## config.mk

```make
export PLATFORM = sky130hd
export DESIGN_NAME = layer_argmax_flat
export DESIGN_NICKNAME = d
export VERILOG_FILES = /design/src/rtl/argmax_pkg.sv /design/src/rtl/layer_argmax_if.sv /design/src/rtl/argmax_cmp.sv /design/src/rtl/layer_argmax.sv /design/src/flat_wrapper.sv
export SDC_FILE = /design/constraint.sdc
export NUM_CORES = 1
export LEC_CHECK = 0
export CAP_MARGIN = 25
export CORE_ASPECT_RATIO = 0.9
export CORE_MARGIN = 2
export CORE_UTILIZATION = 40
export CTS_CLUSTER_SIZE = 24
export DETAILED_ROUTE_END_ITERATION = 10
export PLACE_DENSITY = 0.76
export SETUP_SLACK_MARGIN = 0.4
export SLEW_MARGIN = 20
export SYNTH_ARGS = -nofsm -noshare
export SYNTH_HDL_FRONTEND = slang
export SYNTH_SLANG_ARGS = --single-unit
```

## constraint.sdc

```tcl
create_clock -name clk -period 4.7 [get_ports clk]
set_input_delay 0.94 -clock clk [delete_from_list [all_inputs] [get_ports clk]]
set_output_delay 0.94 -clock clk [all_outputs]
set_load 0.01 [all_outputs]
```

## src/rtl/argmax_pkg.sv

```systemverilog
// Shared types and constants for the output argmax decision stage.
package argmax_pkg;
   typedef enum logic [1:0] {
      IDLE = 2'd0,
      SCAN = 2'd1,
      DONE = 2'd2
   } state_t;

   localparam int DW_DEF     = 16;
   localparam int BEAT_CNT_W = 16;
endpackage

```

## src/rtl/layer_argmax_if.sv

```systemverilog
// Score-vector in / class-result out handshake bundle for layer_argmax.
interface layer_argmax_if
   import argmax_pkg::*;
#(
   parameter int NUM_IN = 5,
   parameter int DW     = DW_DEF,
   parameter int IDXW   = 4
);
   logic                  in_valid;
   logic                  in_ready;
   logic [NUM_IN*DW-1:0]  in_data;
   logic                  out_valid;
   logic                  out_ready;
   logic [IDXW-1:0]       out_class;
   logic [DW-1:0]         out_max;
   logic                  out_tie;
   logic [BEAT_CNT_W-1:0] beat_cnt;

   modport slave (
      input  in_valid, in_data, out_ready,
      output in_ready, out_valid, out_class, out_max, out_tie, beat_cnt
   );

   modport master (
      output in_valid, in_data, out_ready,
      input  in_ready, out_valid, out_class, out_max, out_tie, beat_cnt
   );
endinterface

```

## src/rtl/argmax_cmp.sv

```systemverilog
// Signed magnitude comparator: gt = a > b, eq = a == b. Purely combinational.
module argmax_cmp #(
   parameter int DW = 16
) (
   input  logic [DW-1:0] i_a,
   input  logic [DW-1:0] i_b,
   output logic          o_gt,
   output logic          o_eq
);
   assign o_gt = $signed(i_a) > $signed(i_b);
   assign o_eq = (i_a == i_b);
endmodule

```

## src/rtl/layer_argmax.sv

```systemverilog
// Captures a score vector, scans it one entry per cycle, reports index/value of the max.
// Result appears NUM_IN-1 cycles after capture; held in DONE until out_ready, in_ready only in IDLE.
module layer_argmax
   import argmax_pkg::*;
#(
   parameter int NUM_IN = 5,
   parameter int DW     = DW_DEF,
   parameter int IDXW   = 4
) (
   input  logic           clk,
   input  logic           reset,
   layer_argmax_if.slave  io
);
   localparam int BW = (NUM_IN > 1) ? $clog2(NUM_IN) : 1;

   state_t                r_state;
   state_t                w_state_nxt;
   logic [DW-1:0]         r_buf [NUM_IN];
   logic [IDXW-1:0]       r_idx;
   logic [DW-1:0]         r_best_val;
   logic [IDXW-1:0]       r_best_idx;
   logic                  r_tie;
   logic [BEAT_CNT_W-1:0] r_beat_cnt;

   logic                  w_capture;
   logic                  w_accept;
   logic                  w_last;
   logic [DW-1:0]         w_cur;
   logic                  w_gt;
   logic                  w_eq;

   assign w_cur = r_buf[r_idx[BW-1:0]];

   argmax_cmp #(.DW(DW)) u_cmp (
      .i_a  (w_cur),
      .i_b  (r_best_val),
      .o_gt (w_gt),
      .o_eq (w_eq)
   );

   always_ff @(posedge clk) begin
      if (reset) r_state <= IDLE;
      else       r_state <= w_state_nxt;
   end

   always_comb begin
      w_state_nxt = r_state;
      w_capture   = 1'b0;
      w_accept    = 1'b0;
      w_last      = (r_idx == IDXW'(NUM_IN - 1));
      case (r_state)
         IDLE: if (io.in_valid) begin
            w_capture   = 1'b1;
            w_state_nxt = SCAN;
         end
         SCAN: if (w_last) w_state_nxt = DONE;
         DONE: if (io.out_ready) begin
            w_accept    = 1'b1;
            w_state_nxt = IDLE;
         end
         default: w_state_nxt = IDLE;
      endcase
   end

   always_ff @(posedge clk) begin
      if (reset) begin
         for (int k = 0; k < NUM_IN; k++) r_buf[k] <= '0;
         r_idx      <= '0;
         r_best_val <= '0;
         r_best_idx <= '0;
         r_tie      <= 1'b0;
         r_beat_cnt <= '0;
      end else begin
         if (w_capture) begin
            for (int k = 0; k < NUM_IN; k++) r_buf[k] <= io.in_data[k*DW +: DW];
            r_best_val <= io.in_data[DW-1:0];
            r_best_idx <= '0;
            r_tie      <= 1'b0;
            r_idx      <= IDXW'(1);
         end
         if (r_state == SCAN) begin
            // Equal scores keep the earlier index so the lowest class wins ties.
            if (w_gt) begin
               r_best_val <= w_cur;
               r_best_idx <= r_idx;
               r_tie      <= 1'b0;
            end else if (w_eq) begin
               r_tie      <= 1'b1;
            end
            r_idx <= r_idx + IDXW'(1);
         end
         if (w_accept && (r_beat_cnt != {BEAT_CNT_W{1'b1}}))
            r_beat_cnt <= r_beat_cnt + BEAT_CNT_W'(1);
      end
   end

   assign io.in_ready  = (r_state == IDLE);
   assign io.out_valid = (r_state == DONE);
   assign io.out_class = r_best_idx;
   assign io.out_max   = r_best_val;
   assign io.out_tie   = r_tie;
   assign io.beat_cnt  = r_beat_cnt;
endmodule

```

## src/flat_wrapper.sv

```systemverilog
// flat-port wrapper written by rule: the top's interface ports become plain ports
module layer_argmax_flat import argmax_pkg::*;
#(
   parameter int NUM_IN = 5,
   parameter int DW     = DW_DEF,
   parameter int IDXW   = 4
)
  (clk, reset, io_in_valid, io_in_data, io_out_ready, io_in_ready, io_out_valid, io_out_class, io_out_max, io_out_tie, io_beat_cnt);
  layer_argmax_if #(.NUM_IN(NUM_IN), .DW(DW), .IDXW(IDXW)) io_i ();
  input  logic clk;
  input  logic reset;
  input wire logic [$bits(io_i.in_valid)-1:0] io_in_valid;
  input wire logic [$bits(io_i.in_data)-1:0] io_in_data;
  input wire logic [$bits(io_i.out_ready)-1:0] io_out_ready;
  output wire logic [$bits(io_i.in_ready)-1:0] io_in_ready;
  output wire logic [$bits(io_i.out_valid)-1:0] io_out_valid;
  output wire logic [$bits(io_i.out_class)-1:0] io_out_class;
  output wire logic [$bits(io_i.out_max)-1:0] io_out_max;
  output wire logic [$bits(io_i.out_tie)-1:0] io_out_tie;
  output wire logic [$bits(io_i.beat_cnt)-1:0] io_beat_cnt;
  assign io_i.in_valid = io_in_valid;
  assign io_i.in_data = io_in_data;
  assign io_i.out_ready = io_out_ready;
  assign io_in_ready = io_i.in_ready;
  assign io_out_valid = io_i.out_valid;
  assign io_out_class = io_i.out_class;
  assign io_out_max = io_i.out_max;
  assign io_out_tie = io_i.out_tie;
  assign io_beat_cnt = io_i.beat_cnt;
  layer_argmax #(.NUM_IN(NUM_IN), .DW(DW), .IDXW(IDXW)) u_core (.clk(clk), .reset(reset), .io(io_i));
endmodule
```

==> impl_results.md, run 1 <==
* Mapped Cells at 513
* Clock share of power at 37.6%
* Initial Utilization at 40.9%
* Share of layout cells above drive strength 1 at 11.5%
* Seq pwr share at 40.7%
* TritonRoute pass-1 iters at 4
* GPL Wtd Cong at 0.840
* CP endpoint kind: register
* CTS HTree Levels at 4
* Setup bufs post-CTS at 0
* Multi-input logic area at 2490 µm²
* Pin count of the biggest net entering global routing at 81
* Sw Pwr at 921 µW
* WHS at 0.495 ns
* Peak supply drop at 338 µV
* Die area at 16000 µm²
* Pleak at 0.00291 µW
* Core area at 14700 µm²
* Hold crit path type: reg2reg
* Setup_tns at 0 ns
* Clk buf depth at 2
* Post-route clock period utilization at 84.8%
* Synth Area in Simple Gates at 17.4%
* Synth Flop Type: edfxtp_1
* Area of the mapped netlist at 5990 µm²
* Final HPWL DP at 9.41 mm
* Clock slew at reported path FFs at 0.06 ns
* Worst Tran Pin Value at 0.990 ns
* Largest family of logic cells by synthesized area: simple AND/OR/NAND/NOR gates
* Clock sinks at 126
* Cell taking the most area after synthesis: edfxtp_1
* Post-synth top area share at 40.1%
* Vias in the first global route at 4306
* Mux contribution to synthesized area at 9.17%
* Seq/Total Area, Yosys at 55.5%
* Top cells by area, synth: edfxtp_1 40%, dfxtp_1 15%, and2_1 8.7%
* Total track usage at 17.8%
* Final hold viol count at 0
* Compound-Gate Fraction of Synth Area at 8.52%
* Area Overhead vs Synth at 33.6%
* Final setup violation count at 0
* WP data arrival at 4.31 ns
* Fmax at 251 MHz
* PortBufs at 122
* Initial antenna violation count at 0
* Final #Nets at 734
* Synth cell types at 45
* CTS tree: done
* Post-DR wirelength/cell at 16.0 µm
* CTS Buf Count at 17
* Required @ worst endpoint at 5.02 ns
* Syn Nets at 616
* Async S/R FF share, synth at 0%
* PD cells at 419 nW/µm²
* # IOs at 123
* Setup CP Type: reg2reg
* Total Wirelength at 13.5 mm
* Post-synth EDFFs at 80
* Status: finished, final reports clean
* Final setup skew at 0.0104 ns
* Internal at 2440 µW
* # diodes at 0
* Post-synthesis adder-cell area fraction at 3.97%
* Num rows at 42
* Final Max Tran Viols at 0
* Register bit total from synthesis at 126
* Die width at 133 µm
* Sw Share at 27.4%
* DRC at 0
* Drt initial violations at 298
* Pwr Total at 3360 µW
* Average size of a mapped cell at 11.7 µm²
* Hold-fix buffers, CTS at 0
* Tmin final at 3.99 ns
* Vias per inst at 5.13
* Insertion delay to the later sink of the worst-skew pair at 0.42 ns
* Register Area at 3320 µm²
* Post-CTS sizing at 0
* CP Max Fanout at 21
* Unrepaired setup endpoints after global routing: false
* Yosys warnings at 0
* Global-route wire length before repair at 21.7 mm
* Cell chosen for the clock root: clkbuf_16
* MaxCap Viol Count at 0
* Filler Cell Count at 1207
* Die H at 120 µm
* GRT overflow at 0
* Rel. slew slack at 33.8%
* DRT antenna net count at 0
* Via count at 4317
* XOR/XNOR Fraction of Synth Area at 2.05%
* Setup crit start kind: register
* Comb power frac at 21.7%
-- layer usage --
layer	global-route usage, %	share of wire (%)
met4	7.80	2.1
met1	22.2	43
met2	28.9	50
met5	0	0
met3	5.20	4.5
-- power by group through the flow --
stage | combinational, µW | clock [µW] | sequential [µW]
after global routing | 803 | 1330 | 1380
final | 727 | 1260 | 1370
after floorplan | 440 | 0 | 1380
after CTS | 719 | 1280 | 1370
after detailed placement | 713 | 0 | 1390
after global placement | 683 | 0 | 1380
-- synthesized netlist by cell type (4+ instances only) --
library cell and n:
ha_1 19, buf_2 4, nor3_1 6, o21ai_0 6, nand4_1 11, a21oi_1 44, nor2_1 45, mux2_2 15
nand2_1 13, xnor2_1 11, nor2b_1 5, edfxtp_1 80, and2_1 83, inv_1 21, dfxtp_1 46, nand3_1 11
clkbuf_1 21, a211oi_1 17, mux4_2 16
-- placed cells by master (no fill, tap or decap), types with 2 or more instances in the layout --
cell type        instances
mux2_2                  15
xnor2_1                 11
and2_1                  83
ha_1                    19
clkinv_2                 4
clkinv_1                 2
a21oi_1                 44
mux2i_1                  2
nor3_1                   6
xor2_1                   3
clkinv_4                 3
nand4_1                 11
clkdlybuf4s50_1        121
nor2_4                   2
clkinvlp_4               2
nand2_1                 13
clkbuf_16               17
nor2_1                  44
nand3_1                 11
nor2b_1                  5
mux4_2                  16
a211oi_1                17
bufinv_16                2
nor3b_1                  3
nand2b_1                 2
o21ai_0                  6
nand3b_1                 2
inv_6                    2
dfxtp_1                 46
and4_1                   2
edfxtp_1                80
buf_4                    3
nor4_1                   2
o31ai_1                  2
inv_1                   21
-- registers in the layout, indices dropped and copies added, names as in the netlist, named ones only --
signal	flops
u_core.io.beat_cnt	16
u_core.r_state	2
u_core.io.out_max	16
u_core.io.out_class	4
u_core.r_idx	4
u_core.r_buf	80
u_core.io.out_tie	1
-- worst max-delay path, stage by stage, from the launching register on --
cell	delay, ns
dfxtp_1	0.30
buf_4	0.32
mux4_2	0.54
mux2_2	0.30
ha_1	0.39
nand4_2	0.20
nor2_1	0.08
a221o_1	0.38
o311ai_4	0.88
a21boi_0	0.20
a311oi_1	0.28
-- worst paths after layout --
kind | slack [ns] | startpoint | endpoint | depth (start not counted)
max | 0.71 | register | u_core.io.out_max[0] | 10
min | 0.49 | u_core.io.out_class[2] | u_core.io.out_class[2] | 2
max reg2reg | 0.71 | register | u_core.io.out_max[0] | 10
min reg2reg | 0.49 | u_core.io.out_class[2] | u_core.io.out_class[2] | 2
-- final cells by class --
type / instances / share of cell area [%]
repair buffers: 128 / 16.1
clock inverters: 15 / 1.83
clock buffers: 17 / 5.31
multi-input cells: 337 / 31.1
well taps: 198 / 3.10
flip-flops and latches: 126 / 41.5
inverters: 21 / 0.985
-- kinds of logic (layout without fill, tap and decap cells) --
| logic type | after synthesis | in the layout |
|---|---|---|
| flops | 126 | 126 |
| xor+xnor | 14 | 14 |
| simple gates | 190 | 190 |
| mux | 33 | 33 |
| buf+inv | 50 | 181 |
| fa+ha+maj | 19 | 19 |
| compound gates | 81 | 81 |
-- metrics by stage --
step | std cells | utilization, % | worst slack, ns | instance area [µm²]
3_5_place_dp | 808 | 50.4 | 0.753 | 7390
6_report | 842 | 54.6 | 0.713 | 8000
2_1_floorplan | 513 | - | 1.06 | 5990
3_3_place_gp | 807 | 50.3 | 0.916 | 7380
4_1_cts | 840 | 54.3 | 0.727 | 7970
5_1_grt | 842 | 54.6 | 0.484 | 8000
No activity file was read; power rests on OpenSTA's default activity.
==> inputs of run 2 (changes only) <==
clock period = 3.7 ns   (was 4.7 ns; I/O delays follow)
==> run 2 against run 1 <==
Net effect: final area increased by 4.6%; sequential cell count is the same; clock-buffer cell count increased by 2; first-iteration DRC count fell by 3.7%; sequential share of layout area fell by 1.8 points; largest power group is now clock; highest routed layer unchanged.
==> impl_results.md, run 2 (synthesis results as in run 1) <==
* Crit-path max cell delay at 0.48 ns (was 0.88 ns)
* Core area at 14700 µm² (unchanged)
* Setup_tns at 0 ns (unchanged)
* CTS Buf Count at 17 (unchanged)
* Die width at 133 µm (unchanged)
* Via count at 4492 (was 4317)
* Clock sinks at 126 (unchanged)
* R2R cell count at 11 (was 10)
* Unrepaired setup endpoints after global routing: false (unchanged)
* Initial Utilization at 40.9% (unchanged)
* Non-Filler Instances at 858 (was 842)
* Final HPWL DP at 9.53 mm (was 9.41 mm)
* PD cells at 557 nW/µm² (was 419 nW/µm²)
* Pwr Total at 4670 µW (was 3360 µW)
* CTS HTree Levels at 4 (unchanged)
* DRC at 0 (unchanged)
* WP data arrival at 3.60 ns (was 4.31 ns)
* Setup crit start kind: register (unchanged)
* CTS tree: done (unchanged)
* Required @ worst endpoint at 4.02 ns (was 5.02 ns)
* Family with the most delay on the worst path: compound AO/OA/AOI/OAI gates (unchanged)
* Hold path start: u_core.io.out_class[2] (unchanged)
* Slowest-stage cell, CP: mux4_2 (was o311ai_4)
* Vias per inst at 5.24 (was 5.13)
* Hold Path End: u_core.io.out_class[2] (unchanged)
* CP endpoint kind: register (unchanged)
* GRT overflow at 0 (unchanged)
* Clock slew at reported path FFs at 0.05 ns (was 0.06 ns)
* # IOs at 123 (unchanged)
* Hold crit path type: reg2reg (unchanged)
* DRT antenna net count at 0 (unchanged)
* Insertion delay to the later sink of the worst-skew pair at 0.42 ns (about the same)
* Clk buf depth at 2 (unchanged)
* Global-route wire length before repair at 21.7 mm (about the same)
* Total Wirelength at 14.5 mm (was 13.5 mm)
* Die area at 16000 µm² (unchanged)
* Pre-CTS WS at 0.109 ns (was 0.753 ns)
* Final Max Tran Viols at 0 (unchanged)
* Final #Nets at 750 (was 734)
* PortBufs at 122 (unchanged)
* Post-route clock period utilization at 88.7% (was 84.8%)
* Final setup skew at 0.00742 ns (was 0.0104 ns)
* GPL Wtd Cong at 0.850 (was 0.840)
* Setup WS post-layout at 0.418 ns (was 0.713 ns)
* Area Overhead vs Synth at 39.7% (was 33.6%)
* Final setup violation count at 0 (unchanged)
* Placed cells at 816 (was 808)
* CP Max Fanout at 7 (was 21)
* Num rows at 42 (unchanged)
* Pleak at 0.00303 µW (was 0.00291 µW)
* Commonest non-fill, non-tap cell in the layout: clkdlybuf4s50_1 (unchanged)
* Initial antenna violation count at 0 (unchanged)
* Tmin final at 3.28 ns (was 3.99 ns)
* Rel. slew slack at 53.9% (was 33.8%)
* WHS at 0.516 ns (was 0.495 ns)
* Most frequent cells in the layout: 121 x clkdlybuf4s50_1, 83 x and2_1, 80 x edfxtp_1 (unchanged)
* Share of layout cells above drive strength 1 at 15.8% (was 11.5%)
* Fmax at 305 MHz (was 251 MHz)
* Setup CP Type: reg2reg (unchanged)
* Status: finished, final reports clean (unchanged)
* Cell chosen for the clock root: clkbuf_16 (unchanged)
* Post-DR wirelength/cell at 16.9 µm (was 16.0 µm)
* Worst Tran Pin Value at 0.690 ns (was 0.990 ns)
* Max reg flops at 80 (unchanged)
* Cells along the critical path: buf_12, mux4_2, mux2_2, ha_1, nand3_1, nand2_1, a221o_1, o311ai_4, buf_4, a21oi_1, a211oi_1 (was buf_4, mux4_2, mux2_2, ha_1, nand4_2, nor2_1, a221o_1, o311ai_4, a21boi_0, a311oi_1)
* Final hold viol count at 0 (unchanged)
* Worst reg-to-reg setup slack at 0.42 ns (was 0.71 ns)
* # diodes at 0 (unchanged)
* Die H at 120 µm (unchanged)
* Worst hold stages at 2 (unchanged)
* Worst Path Buf+Inv at 2 (was 1)
* Pin count of the biggest net entering global routing at 56 (was 81)
* Total track usage at 17.9% (was 17.8%)
* Vias in the first global route at 4442 (was 4306)
* TritonRoute pass-1 iters at 6 (was 4)
* Reg2reg end: u_core.io.out_max[14] (was u_core.io.out_max[0])
* MaxCap Viol Count at 0 (unchanged)
* Peak supply drop at 449 µV (was 338 µV)
* Drt initial violations at 287 (was 298)
* Largest Register: u_core.r_buf (unchanged)
run 2: metal layers:
metal | up-vias | part of all wire (%) | wire, µm | GRT usage (%)
li1 | 2119 | - | - | -
met1 | 2137 | 42 | 6020 | 21.6
met2 | 182 | 50 | 7240 | 30.5
met3 | 54 | 5.4 | 776 | 4.06
met4 | 0 | 3.1 | 452 | 8.27
met5 | - | 0 | 0 | 0
run 2: cell type report:
| class | instances | area (µm²) |
|---|---|---|
| fillers | 1159 | 6290 |
| flip-flops and latches | 126 | 3330 |
| multi-input cells | 337 | 2640 |
| repair buffers | 144 | 1450 |
| clock buffers | 19 | 433 |
| well taps | 198 | 248 |
| clock inverters | 13 | 195 |
| inverters | 21 | 78.8 |
run 2: through the flow:
step	utilization (%)	area [µm²]
global route	57.1	8370
detailed placement	51.0	7470
floorplan	-	6000
global placement	51.0	7470
CTS	56.1	8220
finish	57.1	8370
run 2: what timing repair did:
| item | 4_1_cts | 5_1_grt |
|---|---|---|
| setup endpoints to repair | 21 | 21 |
| pin swaps | 4 | 11 |
| hold buffers | 0 | 0 |
| buffers inserted | 5 | 4 |
| gates cloned | 1 | 0 |
| gates resized for setup | 13 | 24 |
run 2: worst max path at each step:
| stage | end | slack (ns) | from | depth (start not counted) |
|---|---|---|---|---|
| finish | u_core.io.out_max[14] | 0.42 | register | 11 |
| global route | u_core.io.out_max[14] | 0.28 | register | 11 |
| CTS | u_core.io.out_max[0] | 0.42 | register | 11 |
| detailed placement | u_core.io.out_max[0] | 0.11 | register | 10 |
| global placement | u_core.io.out_max[0] | 0.25 | register | 10 |
| floorplan | u_core.io.out_max[10] | 0.42 | register | 12 |
run 2: tightest hold or removal path, cell delays in order, from the launching register on:
cell,delay (ns)
dfxtp_1,0.33
nand4_1,0.08
a21oi_1,0.06
run 2: where the power goes:
group | total, µW | leakage, µW | internal (µW) | switching, µW
sequential | 1740 | 0.00124 | 1660 | 76.6
combinational | 1150 | 0.00149 | 568 | 583
clock | 1780 | 0.000299 | 1180 | 594
==> inputs of run 3 (changes only) <==
ABC_CLOCK_PERIOD_IN_PS = 3700   (was default)
==> results of run 3 <==
No change in the layout: final DEF, timing and power equal those of run 2.
